**config.mk**
```make
export PLATFORM = sky130hd
export DESIGN_NAME = ssd_scan_ctrl
export DESIGN_NICKNAME = d
export VERILOG_FILES = /design/src/rtl/ssd_pkg.sv /design/src/rtl/ssd_lz_mask.sv /design/src/rtl/ssd_scan_ctrl.sv
export SDC_FILE = /design/constraint.sdc
export NUM_CORES = 1
export LEC_CHECK = 0
export CORE_ASPECT_RATIO = 0.6
export CORE_MARGIN = 5
export CORE_UTILIZATION = 32
export CTS_CLUSTER_DIAMETER = 40
export CTS_CLUSTER_SIZE = 20
export DETAILED_ROUTE_END_ITERATION = 16
export GPL_TIMING_DRIVEN = 1
export REMOVE_ABC_BUFFERS = 1
export SLEW_MARGIN = 0
export SYNTH_ARGS = -nofsm -noshare
export SYNTH_HDL_FRONTEND = slang
export SYNTH_SLANG_ARGS = --single-unit
```
**constraint.sdc**
```tcl
create_clock -name ssd_scan_ctrl_port_clk -period 4.87 [get_ports ssd_scan_ctrl_port_clk]
set_input_delay 0.974 -clock ssd_scan_ctrl_port_clk [delete_from_list [all_inputs] [get_ports ssd_scan_ctrl_port_clk]]
set_output_delay 0.974 -clock ssd_scan_ctrl_port_clk [all_outputs]
set_load 0.05 [all_outputs]
```
**src/rtl/ssd_pkg.sv**
```systemverilog
// Shared types and constants for the seven-segment scan controller.
package ssd_pkg;

  localparam int         SSD_NUM_DIGITS = 8;
  localparam logic [4:0] SSD_BLANK_CODE = 5'h1F;

  typedef struct packed {
    logic [4:0] code;
    logic       dp;
  } ssd_entry_t;

  typedef enum logic {
    BLANK = 1'b0,
    DRIVE = 1'b1
  } ssd_state_t;

  localparam ssd_entry_t SSD_RESET_ENTRY = ssd_entry_t'({SSD_BLANK_CODE, 1'b1});

  // Active-low anode pattern selecting a single digit.
  function automatic logic [7:0] ssd_anode(input logic [2:0] idx);
    logic [7:0] one_hot;
    one_hot = 8'h01 << idx;
    return ~one_hot;
  endfunction

endpackage

```
**src/rtl/ssd_lz_mask.sv**
```systemverilog
// Leading-zero blank mask: digit i (i >= 1) is blanked when it and every
// more significant digit hold code zero. Digit 0 is never blanked.
module ssd_lz_mask
  import ssd_pkg::*;
(
  input  logic [SSD_NUM_DIGITS-1:0][4:0] codes,
  output logic [SSD_NUM_DIGITS-1:0]      mask
);

  logic run_s;

  // Walk from the most significant digit down while codes stay zero.
  always_comb begin
    run_s = 1'b1;
    mask  = {SSD_NUM_DIGITS{1'b0}};
    for (int i = SSD_NUM_DIGITS - 1; i >= 1; i--) begin
      run_s   = run_s && (codes[i] == 5'h00);
      mask[i] = run_s;
    end
  end

endmodule

```
**src/rtl/ssd_scan_ctrl.sv**
```systemverilog
// Time-multiplexed 8-digit scan controller with a double-buffered frame,
// frame-boundary commit, per-digit enable and leading-zero blanking.
module ssd_scan_ctrl
  import ssd_pkg::*;
#(
  parameter int REFRESH_DIV  = 100000,
  parameter int BLANK_CYCLES = 2000
) (
  input  logic       ssd_scan_ctrl_port_clk,
  input  logic       ssd_scan_ctrl_port_rst,
  input  logic       ssd_scan_ctrl_port_wr_en,
  input  logic [2:0] ssd_scan_ctrl_port_wr_addr,
  input  logic [4:0] ssd_scan_ctrl_port_wr_code,
  input  logic       ssd_scan_ctrl_port_wr_dp,
  input  logic       ssd_scan_ctrl_port_commit,
  input  logic [7:0] ssd_scan_ctrl_port_digit_en,
  input  logic       ssd_scan_ctrl_port_blank_lz,
  output logic [4:0] ssd_scan_ctrl_port_code,
  output logic       ssd_scan_ctrl_port_dp,
  output logic [7:0] ssd_scan_ctrl_port_an,
  output logic       ssd_scan_ctrl_port_commit_ack,
  output logic       ssd_scan_ctrl_port_frame_done
);

  localparam int               CNT_W          = $clog2(REFRESH_DIV);
  localparam logic [CNT_W-1:0] CNT_LAST       = CNT_W'(REFRESH_DIV - 1);
  localparam logic [CNT_W-1:0] CNT_BLANK_LAST = CNT_W'(BLANK_CYCLES - 1);
  localparam logic [CNT_W-1:0] CNT_ONE        = CNT_W'(1);
  localparam logic [CNT_W-1:0] CNT_ZERO       = CNT_W'(0);

  ssd_state_t       state_r, state_s;
  logic [CNT_W-1:0] slot_cnt_r, slot_cnt_s;
  logic [2:0]       idx_r, idx_s;
  logic             pending_r;
  ssd_entry_t       shadow_r [SSD_NUM_DIGITS];
  ssd_entry_t       active_r [SSD_NUM_DIGITS];
  ssd_entry_t       active_s [SSD_NUM_DIGITS];
  logic             boundary_s, copy_s;
  logic [SSD_NUM_DIGITS-1:0][4:0] lz_codes_s;
  logic [SSD_NUM_DIGITS-1:0]      lz_mask_s;
  ssd_entry_t       cur_s;
  logic [4:0]       code_s;
  logic             dp_s;
  logic [7:0]       an_s;

  assign boundary_s = (state_r == DRIVE) && (slot_cnt_r == CNT_LAST) && (idx_r == 3'd7);
  assign copy_s     = boundary_s && (pending_r || ssd_scan_ctrl_port_commit);

  // Slot sequencing: blank interval, then drive until the slot ends.
  always_comb begin
    state_s    = state_r;
    slot_cnt_s = slot_cnt_r + CNT_ONE;
    idx_s      = idx_r;
    case (state_r)
      BLANK: begin
        if (slot_cnt_r == CNT_BLANK_LAST) state_s = DRIVE;
        else                              state_s = BLANK;
      end
      DRIVE: begin
        if (slot_cnt_r == CNT_LAST) begin
          state_s    = BLANK;
          slot_cnt_s = CNT_ZERO;
          idx_s      = idx_r + 3'd1;
        end else begin
          state_s = DRIVE;
        end
      end
      default: begin
        state_s    = BLANK;
        slot_cnt_s = CNT_ZERO;
        idx_s      = 3'd0;
      end
    endcase
  end

  // Outputs are registered from next-cycle state, so the bank being
  // committed at the boundary is already what the digit-0 slot presents.
  always_comb begin
    for (int i = 0; i < SSD_NUM_DIGITS; i++) begin
      if (copy_s) active_s[i] = shadow_r[i];
      else        active_s[i] = active_r[i];
      lz_codes_s[i] = active_s[i].code;
    end
  end

  ssd_lz_mask u_lz_mask (
    .codes (lz_codes_s),
    .mask  (lz_mask_s)
  );

  // Digit substitution: disabled digits go dark, blanked digits show blank glyph.
  always_comb begin
    cur_s  = active_s[idx_s];
    code_s = cur_s.code;
    dp_s   = cur_s.dp;
    an_s   = 8'hFF;
    if (!ssd_scan_ctrl_port_digit_en[idx_s]) begin
      code_s = SSD_BLANK_CODE;
    end else if (ssd_scan_ctrl_port_blank_lz && lz_mask_s[idx_s]) begin
      code_s = SSD_BLANK_CODE;
      dp_s   = 1'b1;
    end else begin
      code_s = cur_s.code;
    end
    if ((state_s == DRIVE) && ssd_scan_ctrl_port_digit_en[idx_s]) an_s = ssd_anode(idx_s);
    else                                                            an_s = 8'hFF;
  end

  // Scan state, counters and commit bookkeeping.
  always_ff @(posedge ssd_scan_ctrl_port_clk or posedge ssd_scan_ctrl_port_rst) begin
    if (ssd_scan_ctrl_port_rst) begin
      state_r    <= BLANK;
      slot_cnt_r <= CNT_ZERO;
      idx_r      <= 3'd0;
      pending_r  <= 1'b0;
    end else begin
      state_r    <= state_s;
      slot_cnt_r <= slot_cnt_s;
      idx_r      <= idx_s;
      if (boundary_s) pending_r <= 1'b0;
      else            pending_r <= pending_r | ssd_scan_ctrl_port_commit;
    end
  end

  // Shadow and active banks; the copy reads pre-edge shadow contents.
  always_ff @(posedge ssd_scan_ctrl_port_clk or posedge ssd_scan_ctrl_port_rst) begin
    if (ssd_scan_ctrl_port_rst) begin
      for (int i = 0; i < SSD_NUM_DIGITS; i++) begin
        shadow_r[i] <= SSD_RESET_ENTRY;
        active_r[i] <= SSD_RESET_ENTRY;
      end
    end else begin
      for (int i = 0; i < SSD_NUM_DIGITS; i++) begin
        active_r[i] <= active_s[i];
      end
      if (ssd_scan_ctrl_port_wr_en) begin
        shadow_r[ssd_scan_ctrl_port_wr_addr] <=
          ssd_entry_t'({ssd_scan_ctrl_port_wr_code, ssd_scan_ctrl_port_wr_dp});
      end
    end
  end

  // Registered outputs.
  always_ff @(posedge ssd_scan_ctrl_port_clk or posedge ssd_scan_ctrl_port_rst) begin
    if (ssd_scan_ctrl_port_rst) begin
      ssd_scan_ctrl_port_code       <= SSD_BLANK_CODE;
      ssd_scan_ctrl_port_dp         <= 1'b1;
      ssd_scan_ctrl_port_an         <= 8'hFF;
      ssd_scan_ctrl_port_commit_ack <= 1'b0;
      ssd_scan_ctrl_port_frame_done <= 1'b0;
    end else begin
      ssd_scan_ctrl_port_code       <= code_s;
      ssd_scan_ctrl_port_dp         <= dp_s;
      ssd_scan_ctrl_port_an         <= an_s;
      ssd_scan_ctrl_port_commit_ack <= copy_s;
      ssd_scan_ctrl_port_frame_done <= boundary_s;
    end
  end

endmodule
```
==> results of run 1 <==
metal layers:
layer | wire length [µm] | vias up
li1 | - | 2098
met1 | 8343 | 2331
met2 | 6986 | 153
met3 | 1190 | 19
met4 | 189 | 0
met5 | 0 | -
area by class of cell:
class,count,area (µm²),share of cell area
tap,266,332.8,0.04343
multi-input combinational,399,2710,0.3536
sequential,134,3491,0.4555
timing repair buffer,41,412.9,0.05388
inverter,13,51.30,0.006694
clock buffer,17,425.4,0.05551
clock inverter,15,240.2,0.03135
worst min-delay path, stage by stage, from the launching register on:
cell and delay [ps]:
dfstp_2 370, nand2_1 50, nand2_1 50
flip-flops by register name, indices dropped and copies added (netlist names):
name                           flops
active_r                          48
idx_r                              3
pending_r                          1
shadow_r                          48
slot_cnt_r                        17
ssd_scan_ctrl_port_an              8
ssd_scan_ctrl_port_code            5
ssd_scan_ctrl_port_commit_ack      1
ssd_scan_ctrl_port_dp              1
ssd_scan_ctrl_port_frame_done      1
state_r                            1
stage by stage:
step           utilization  cell area (µm²)  power [mW]  hold WS, ps  setup slack [ps]
3_3_place_gp        0.3640             6998       1.540        453.5              1223
4_1_cts             0.3986             7664       3.002        470.6              1494
6_report            0.3986             7664       2.980        468.7              1435
3_5_place_dp        0.3640             6998       1.548        461.4              1100
5_1_grt             0.3986             7664       3.081        484.0              1185
2_1_floorplan            -             6243       1.458        440.9             495.3
power breakdown:
part	internal, mW	switching [mW]
Combinational	0.101	0.0904
Clock	0.924	0.524
Sequential	1.27	0.0671
layout by cell type (no fill, tap or decap), drive strengths merged, types with 5 or more instances in the layout:
master           n
nand2          135
dfstp          110
mux2            62
clkdlybuf4s50   37
nor2            27
dfrtp           24
inv             19
clkbuf          17
nor3            13
o21ai           13
or4             12
nand3           12
a21oi           10
nand4            7
mux2i            7
and3             7
a221oi           7
xor2             7
xnor2            7
nor4             7
o221ai           5
bufinv           5
path summary, 6_finish.rpt:
kind,endpoint,cells after the start
max in group asynchronous,shadow_r[16]$_DFFE_PP1P_,3
min in group asynchronous,idx_r[2]$_DFF_PP0_,2
max,ssd_scan_ctrl_port_an[5]$_DFF_PP1_,10
min,active_r[29]$_DFF_PP1_,2
max reg2reg,ssd_scan_ctrl_port_an[5]$_DFF_PP1_,10
min reg2reg,active_r[29]$_DFF_PP1_,2
logic make-up (layout without fill, tap and decap cells):
logic type | after synthesis | count (layout) | share of synthesized area
and+or+nand+nor | 243 | 243 | 0.1914
DFF | 134 | 134 | 0.5517
muxes | 71 | 71 | 0.1285
AOI/OAI and AO/OA | 68 | 68 | 0.08088
buffers and inverters | 30 | 86 | 0.02096
xor gates and xnor gates | 14 | 14 | 0.02057
adders and majority gates | 3 | 3 | 0.005933
==> flow_metrics.tcl, run 1 <==
set metrics [dict create \
    cts_setup_buffers 0 \
    initial_core_util 0.3291 \
    synth_common_cells "nand2_1 (133), dfstp_2 (110), mux2_2 (61)" \
    drive_gt1_frac 0.3764 \
    syn-cell-area_mm2 0.006327 \
    cp_max_fo 12 \
    slowest_delay_ps 530 \
    power.density_mw_per_mm2 388.8 \
    cts_buffers 17 \
    die_x_um 191.5 \
    synth_edf_count 0 \
    min_path_type "reg -> reg" \
    holdBufCountCts 0 \
    synth_top_cell_by_area "dfstp_2" \
    synth_cell_type_count 67 \
    reg2reg_from "slot_cnt_r[0]$_DFF_PP0_" \
    required_ps 5160 \
    syn2layout_area_growth_pct 21.12 \
    ios 38 \
    top_usage_layer "met1" \
    dieArea_mm2 0.02278 \
    clkSinkCount 134 \
    fin_tns_setup_ps 0 \
    routed-via-count 4601 \
    synth_flop_cell "dfstp_2" \
    post-route-min-period_ps 3435 \
    r2r_slack_ps 1430 \
    first_pass_iters 4 \
    cts_max_level 4 \
    grt_use_met3 0.03977 \
    fin_crit_sh 0.7054 \
    worstSetupStartpointType "flop" \
    drt_iter0_drc 375 \
    grt_usage 0.1496 \
    avgSynthCellArea_um2 11.24 \
    drcViolationCount 0 \
    grt_pass1_vias 4503 \
    die-height_um 118.9 \
    grt_max_degree 83 \
    drt-total-wl_um 16710 \
    cts_tree "done" \
    clk_path_buf_depth 2 \
    tightest_slew_ps 1165 \
    ant_nets 0 \
    irDropWorstVdd_uv 253.1 \
    cts_resized 0 \
    critical_path_class "reg -> reg" \
    n_fill_cell 1835 \
    portBuffers 37 \
    setup_violations 0 \
    p_leak_nw 3.150 \
    drv_slew 0 \
    crit_buf_inv 1 \
    wire_per_inst_um 18.88 \
    drt-vias-per-instance 5.199 \
    place.gp.congestion 0.8781 \
    arrival_ps 3730 \
    rsz0062_at_grt "no" \
    slew_headroom 0.2171 \
    clkTransAtPathRegs_ps 60 \
    synth_area_leaders "dfstp_2 (46%), mux2_2 (11%), dfrtp_1 (9.5%), nand2_1 (7.9%), nor2_1 (1.5%)" \
    path_delay_family "simple AND/OR/NAND/NOR gates" \
    cp_slowest_cell "nor4_4" \
    hold_start "active_r[29]$_DFF_PP1_" \
    place_inst 853 \
    outcome "complete, no violations" \
    synth_top_area_frac 0.4568 \
    overflow 0 \
    seq_area_frac_synth 0.5517 \
    n_antenna_cell 0 \
    synthArstFlopShare 1.000 \
    core_area_mm2 0.01923 \
    grt_first_pass_wirelength_um 26230 \
    end_kind "flop" \
    rows 39 \
    antenna_found_initial 0 \
    dp_hpwl_um 12180 \
    cap_violations 0 \
    yosys_warnings 0 \
    worstSetupStartpoint "slot_cnt_r[0]$_DFF_PP0_" \
    clock-root-buffer "clkbuf_16" \
    final-hold-violation-count 0 \
    clkLatencyLatePin_ps 420 \
    synthCells 563 \
    synth-seq-cells 134 \
    synth_most_common_cell "nand2_1" \
    skew_ps 11.72 \
    met2_usage 0.2053 \
    grtUsageMet1 0.2300 \
    crit_chain "ha_1, nand4_1, nor4_4, nand3_1, and2_4, inv_1, o221ai_1, o32ai_2, and3_1, o21ai_0" \
    nNetsFinal 631 \
    max_freq_mhz 291.1 \
    stdcell_count 885 \
]
Power figures use the tool's default switching activity.
==> run 2: changes to the inputs <==
==> constraint.sdc (replaced) <==
create_clock -name ssd_scan_ctrl_port_clk -period 3.5 [get_ports ssd_scan_ctrl_port_clk]
set_input_delay 0.7 -clock ssd_scan_ctrl_port_clk [delete_from_list [all_inputs] [get_ports ssd_scan_ctrl_port_clk]]
set_output_delay 0.7 -clock ssd_scan_ctrl_port_clk [all_outputs]
set_load 0.05 [all_outputs]
==> run 2 against run 1 <==
Effect of this change:
- global-route usage up 1.1 points
- critical path depth down 1
- sequential share of layout area down 0.66 points
- combinational power up 41%
- utilization up 0.59 points
- cell area up 1.5%
- hold slack better by 5.9 ps
- non-clock buffer count up 17
- total power up 35%
- sequential power up 40%
- final cell count up 1.9%
==> flow_metrics.tcl, run 2 (synthesis results as in run 1) <==
set metrics [dict create \
    outcome "complete, no violations" \
    final_cell_mix "nand2_1 (133), dfstp_2 (110), mux2_2 (61)" \
    power.density_mw_per_mm2 515.6 \
    clk_path_buf_depth 2 \
    n_fill_cell 1852 \
    switching_share 0.2364 \
    clock-root-buffer "clkbuf_16" \
    drt_iter0_drc 346 \
    antenna_found_initial 0 \
    clock_power_share 0.465 \
    setup_violations 0 \
    ant_nets 0 \
    final-hold-violation-count 0 \
    cap_violations 0 \
    die_x_um 191.5 \
    internal_power_mw 3.062 \
    grt_pass1_vias 4786 \
    arrival_ps 3530 \
    first_pass_iters 6 \
    end_kind "flop" \
    skew_ps 11.62 \
    drive_gt1_frac 0.3931 \
    slowest_delay_ps 470 \
    slew_headroom 0.4825 \
    drv_slew 0 \
    irDropWorstVdd_uv 326.2 \
    holdBufCountCts 0 \
    layout_commonest_cell "nand2_1" \
    drt-total-wl_um 17680 \
    cts_resized 0 \
    grt_max_degree 57 \
    power.share.sequential 0.468 \
    critical_path_class "reg -> reg" \
    fin_crit_sh 0.9129 \
    cp_slowest_cell "a21boi_2" \
    pre_cts_ws_ps 274.5 \
    place.gp.congestion 0.9308 \
    grt_usage 0.1605 \
    r2r_slack_ps 300 \
    place_inst 870 \
    max_freq_mhz 313.0 \
    drt-vias-per-instance 5.255 \
    cts_buffers 17 \
    worstSetupStartpointType "flop" \
    routed-via-count 4740 \
    setup_ws_ps 304.8 \
    dp_hpwl_um 13390 \
    multiInputGateArea_mm2 0.002710 \
    cp_max_fo 8 \
    die-height_um 118.9 \
    pwr-share-comb 0.067 \
    grt_first_pass_wirelength_um 28040 \
    syn2layout_area_growth_pct 22.90 \
    core_area_mm2 0.01923 \
    rsz0062_at_grt "no" \
    cts_setup_buffers 0 \
    crit_chain "ha_1, and4_1, nand4_1, o21ai_0, a21boi_2, mux2_2, a222oi_1, buf_4, o221ai_1" \
    clkSinkCount 134 \
    nNetsFinal 648 \
    min_path_type "reg -> reg" \
    n_antenna_cell 0 \
    post-route-min-period_ps 3195 \
    tightest_slew_ps 776.3 \
    cts_tree "done" \
    rows 39 \
    portBuffers 37 \
    required_ps 3830 \
    seq_area_mm2 0.003491 \
    cts_max_level 4 \
    initial_core_util 0.3291 \
    p_leak_nw 3.227 \
    switchingPower_mw 0.9478 \
    ios 38 \
    clkLatencyLatePin_ps 420 \
    wire_per_inst_um 19.60 \
    overflow 0 \
    stdcell_count 902 \
    dieArea_mm2 0.02278 \
    drcViolationCount 0 \
    reg_top3 "active_r x48, shadow_r x48, slot_cnt_r x17" \
    clkTransAtPathRegs_ps 60 \
]
[run 2: cell count changes in the layout (fill, tap and decap cells not counted), sizes merged]
cell,previous run,this run
inv,19,16
clkinv,2,6
buf,4,21
bufinv,5,3
clkbuf,17,18
[run 2: critical path, delay by kind of cell, from the launching register on]
family                     cells  cell delay, ps
AOI/OAI and AO/OA              4            1280
and+or+nand+nor                2             600
DFF                            1             390
muxes                          1             390
adders and majority gates      1             250
buffers and inverters          1             200
[run 2: per-layer routing]
metal,global-route usage,up-vias,share of wire
met5,0,-,0
met4,0.04170,0,0.010
met3,0.04386,19,0.078
met2,0.2106,182,0.41
met1,0.2551,2400,0.50
li1,-,2139,-
[run 2: layout make-up]
class	count	area share
clock buffer	18	0.05648
clock inverter	14	0.02237
inverter	13	0.006597
multi-input combinational	399	0.3485
sequential	134	0.4489
tap	266	0.04280
timing repair buffer	58	0.07434
[run 2: final timing paths]
| kind | endpoint | startpoint | cells past startpoint |
|---|---|---|---|
| max | ssd_scan_ctrl_port_code[4]$_DFF_PP1_ | slot_cnt_r[0]$_DFF_PP0_ | 9 |
| min in group asynchronous | slot_cnt_r[14]$_DFF_PP0_ | ssd_scan_ctrl_port_rst | 2 |
| max reg2reg | ssd_scan_ctrl_port_code[4]$_DFF_PP1_ | slot_cnt_r[0]$_DFF_PP0_ | 9 |
| max in group asynchronous | ssd_scan_ctrl_port_code[0]$_DFF_PP1_ | ssd_scan_ctrl_port_rst | 3 |
| min | active_r[44]$_DFF_PP1_ | active_r[44]$_DFF_PP1_ | 2 |
| min reg2reg | active_r[44]$_DFF_PP1_ | active_r[44]$_DFF_PP1_ | 2 |
[run 2: metrics by stage]
step	power [mW]	setup TNS, ps	instance area, µm²	util	hold slack [ps]
floorplan	2.029	-15160	6243	-	440.9
global placement	2.158	0	7163	0.3726	460.5
detailed placement	2.173	0	7163	0.3726	467.8
CTS	4.041	0	7776	0.4045	476.9
global route	4.144	0	7776	0.4045	493.9
finish	4.010	0	7776	0.4045	474.6
[run 2: power by group through the flow]
stage | registers (mW) | clock network [mW] | logic (mW)
2_1_floorplan | 1.86 | 0 | 0.171
3_3_place_gp | 1.90 | 0 | 0.261
3_5_place_dp | 1.90 | 0 | 0.273
4_1_cts | 1.88 | 1.89 | 0.274
5_1_grt | 1.90 | 1.95 | 0.296
6_report | 1.88 | 1.86 | 0.270
==> run 3: changes to the inputs <==
--- a/config.mk
+++ b/config.mk
@@ -6,7 +6,7 @@
 export NUM_CORES = 1
 export LEC_CHECK = 0
 export CORE_ASPECT_RATIO = 0.6
-export CORE_MARGIN = 5
+export CORE_MARGIN = 2
 export CORE_UTILIZATION = 32
 export CTS_CLUSTER_DIAMETER = 40
 export CTS_CLUSTER_SIZE = 20
==> run 3 against run 2 <==
Effect of this change:
- sequential power is essentially flat
- cell area grew 0.24%
- first-iteration DRC count up 26%
- critical path depth rose by 1
- clock power about the same
- hold slack worse by 1.2 ps
==> flow_metrics.tcl, run 3 (synthesis results as in run 1) <==
set metrics [dict create \
    outcome "complete, no violations" \
    critical_path_class "reg -> reg" \
    cap_violations 0 \
    skew_ps 11.48 \
    place.gp.congestion 0.8942 \
    drt_iter0_drc 437 \
    hold_slack_ps 473.4 \
    p_total_mw 3.993 \
    wire_per_inst_um 19.63 \
    drcViolationCount 0 \
    post-route-min-period_ps 3171 \
    hold_start "active_r[26]$_DFF_PP1_" \
    fin_crit_sh 0.9061 \
    arrival_ps 3480 \
    cts_setup_buffers 0 \
    clkLatencyLatePin_ps 420 \
    ios 38 \
    fin_tns_setup_ps 0 \
    crit_chain "ha_1, and4_1, nand4_1, o21ai_0, a21boi_2, buf_4, nand3_1, o211a_1, a221oi_1, o221ai_1" \
    worstSetupStartpointType "flop" \
    final-hold-violation-count 0 \
    crit_buf_inv 1 \
    slew_headroom 0.4878 \
    switchingPower_mw 0.9212 \
    drv_slew 0 \
    grtUsageMet1 0.2860 \
    grt_use_met3 0.04828 \
    pwr-share-comb 0.068 \
    met2_usage 0.2373 \
    drt-total-wl_um 17860 \
    ant_nets 0 \
    first_pass_iters 4 \
    clk_path_buf_depth 2 \
    portBuffers 37 \
    stdcell_count 910 \
    clock_power_share 0.463 \
    p_leak_nw 3.237 \
    grt_max_degree 44 \
    max_freq_mhz 315.3 \
    antenna_found_initial 0 \
    switching_share 0.2307 \
    top_usage_layer "met1" \
    initial_core_util 0.3299 \
    rsz0062_at_grt "no" \
    clkSinkCount 134 \
    cp_slowest_cell "a21boi_2" \
    grt_pass1_vias 4907 \
    drt-vias-per-instance 5.184 \
    core_area_mm2 0.01918 \
    grt_usage 0.1816 \
    place_inst 878 \
    n_antenna_cell 0 \
    reg_top3 "active_r x48, shadow_r x48, slot_cnt_r x17" \
    end_kind "flop" \
    cts_max_level 4 \
    clkTransAtPathRegs_ps 60 \
    irDropWorstVdd_uv 340.3 \
    layout_commonest_cell "nand2_1" \
    path_delay_family "compound AO/OA/AOI/OAI gates" \
    die-height_um 112.9 \
    overflow 0 \
    cts_resized 0 \
    nNetsFinal 656 \
    holdBufCountCts 0 \
    required_ps 3810 \
    cp_max_fo 8 \
    die_x_um 185.5 \
    dp_hpwl_um 13310 \
    power.density_mw_per_mm2 512.3 \
    rows 39 \
    syn2layout_area_growth_pct 23.20 \
    slowest_delay_ps 480 \
    tightest_slew_ps 766.8 \
    internal_power_mw 3.072 \
    cts_tree "done" \
    grt_first_pass_wirelength_um 28520 \
    min_path_type "reg -> reg" \
    n_fill_cell 1820 \
    clock-root-buffer "clkbuf_16" \
    drive_gt1_frac 0.3991 \
    routed-via-count 4717 \
    dieArea_mm2 0.02095 \
    reg2reg_from "slot_cnt_r[0]$_DFF_PP0_" \
    worstSetupStartpoint "slot_cnt_r[0]$_DFF_PP0_" \
    cts_buffers 17 \
    setup_violations 0 \
    final_cell_mix "nand2_1 (133), dfstp_2 (110), mux2_2 (61)" \
    power.share.sequential 0.469 \
]
## run 3: changes by cell type in the layout (fill, tap and decap cells not counted)
cell,change
buf_12,-3
buf_4,+11
clkbuf_1,+1
clkbuf_8,+1
clkinv_2,+1
clkinv_4,-2
clkinvlp_4,+2
inv_4,-1
inv_6,-2
## run 3: layer usage
metal	share of wire	routed length, µm
met1	0.52	9214
met2	0.40	7140
met3	0.072	1285
met4	0.012	222
met5	0	0
## run 3: worst paths after layout
kind,endpoint,slack (ps),cells after the start
max,ssd_scan_ctrl_port_code[0]$_DFF_PP1_,330,10
min in group asynchronous,shadow_r[38]$_DFFE_PP1P_,1030,2
max in group asynchronous,active_r[3]$_DFF_PP1_,1990,3
min reg2reg,active_r[26]$_DFF_PP1_,470,2
max reg2reg,ssd_scan_ctrl_port_code[0]$_DFF_PP1_,330,10
min,active_r[26]$_DFF_PP1_,470,2
## run 3: power groups by stage
stage                     Sequential, mW  Clock, mW  Combinational [mW]
after floorplan                     1.86          0               0.171
after global placement              1.88          0               0.261
after detailed placement            1.89          0               0.273
after CTS                           1.87       1.88               0.274
after global routing                1.89       1.96               0.295
final                               1.87       1.85               0.270
## run 3: through the flow
stage | worst slack (ps) | area, µm² | utilization
after floorplan | -600.7 | 6243 | -
after global placement | 370.3 | 7186 | 0.3747
after global routing | 157.8 | 7795 | 0.4065
after CTS | 410.9 | 7795 | 0.4065
final | 328.8 | 7795 | 0.4065
after detailed placement | 323.1 | 7186 | 0.3747
## run 3: worst min-delay path: stages (launching register included)
cell and delay [ps]:
dfstp_2 370, nand2_1 50, nand2_1 60
## run 3: final cells by class
class	instances	area (µm²)	area share
clock buffers	20	456.7	0.05859
flip-flops and latches	134	3491	0.4478
multi-input cells	399	2710	0.3477
repair buffers	66	600.6	0.07705
well taps	266	332.8	0.04270
clock inverters	12	152.6	0.01958
inverters	13	51.30	0.006581
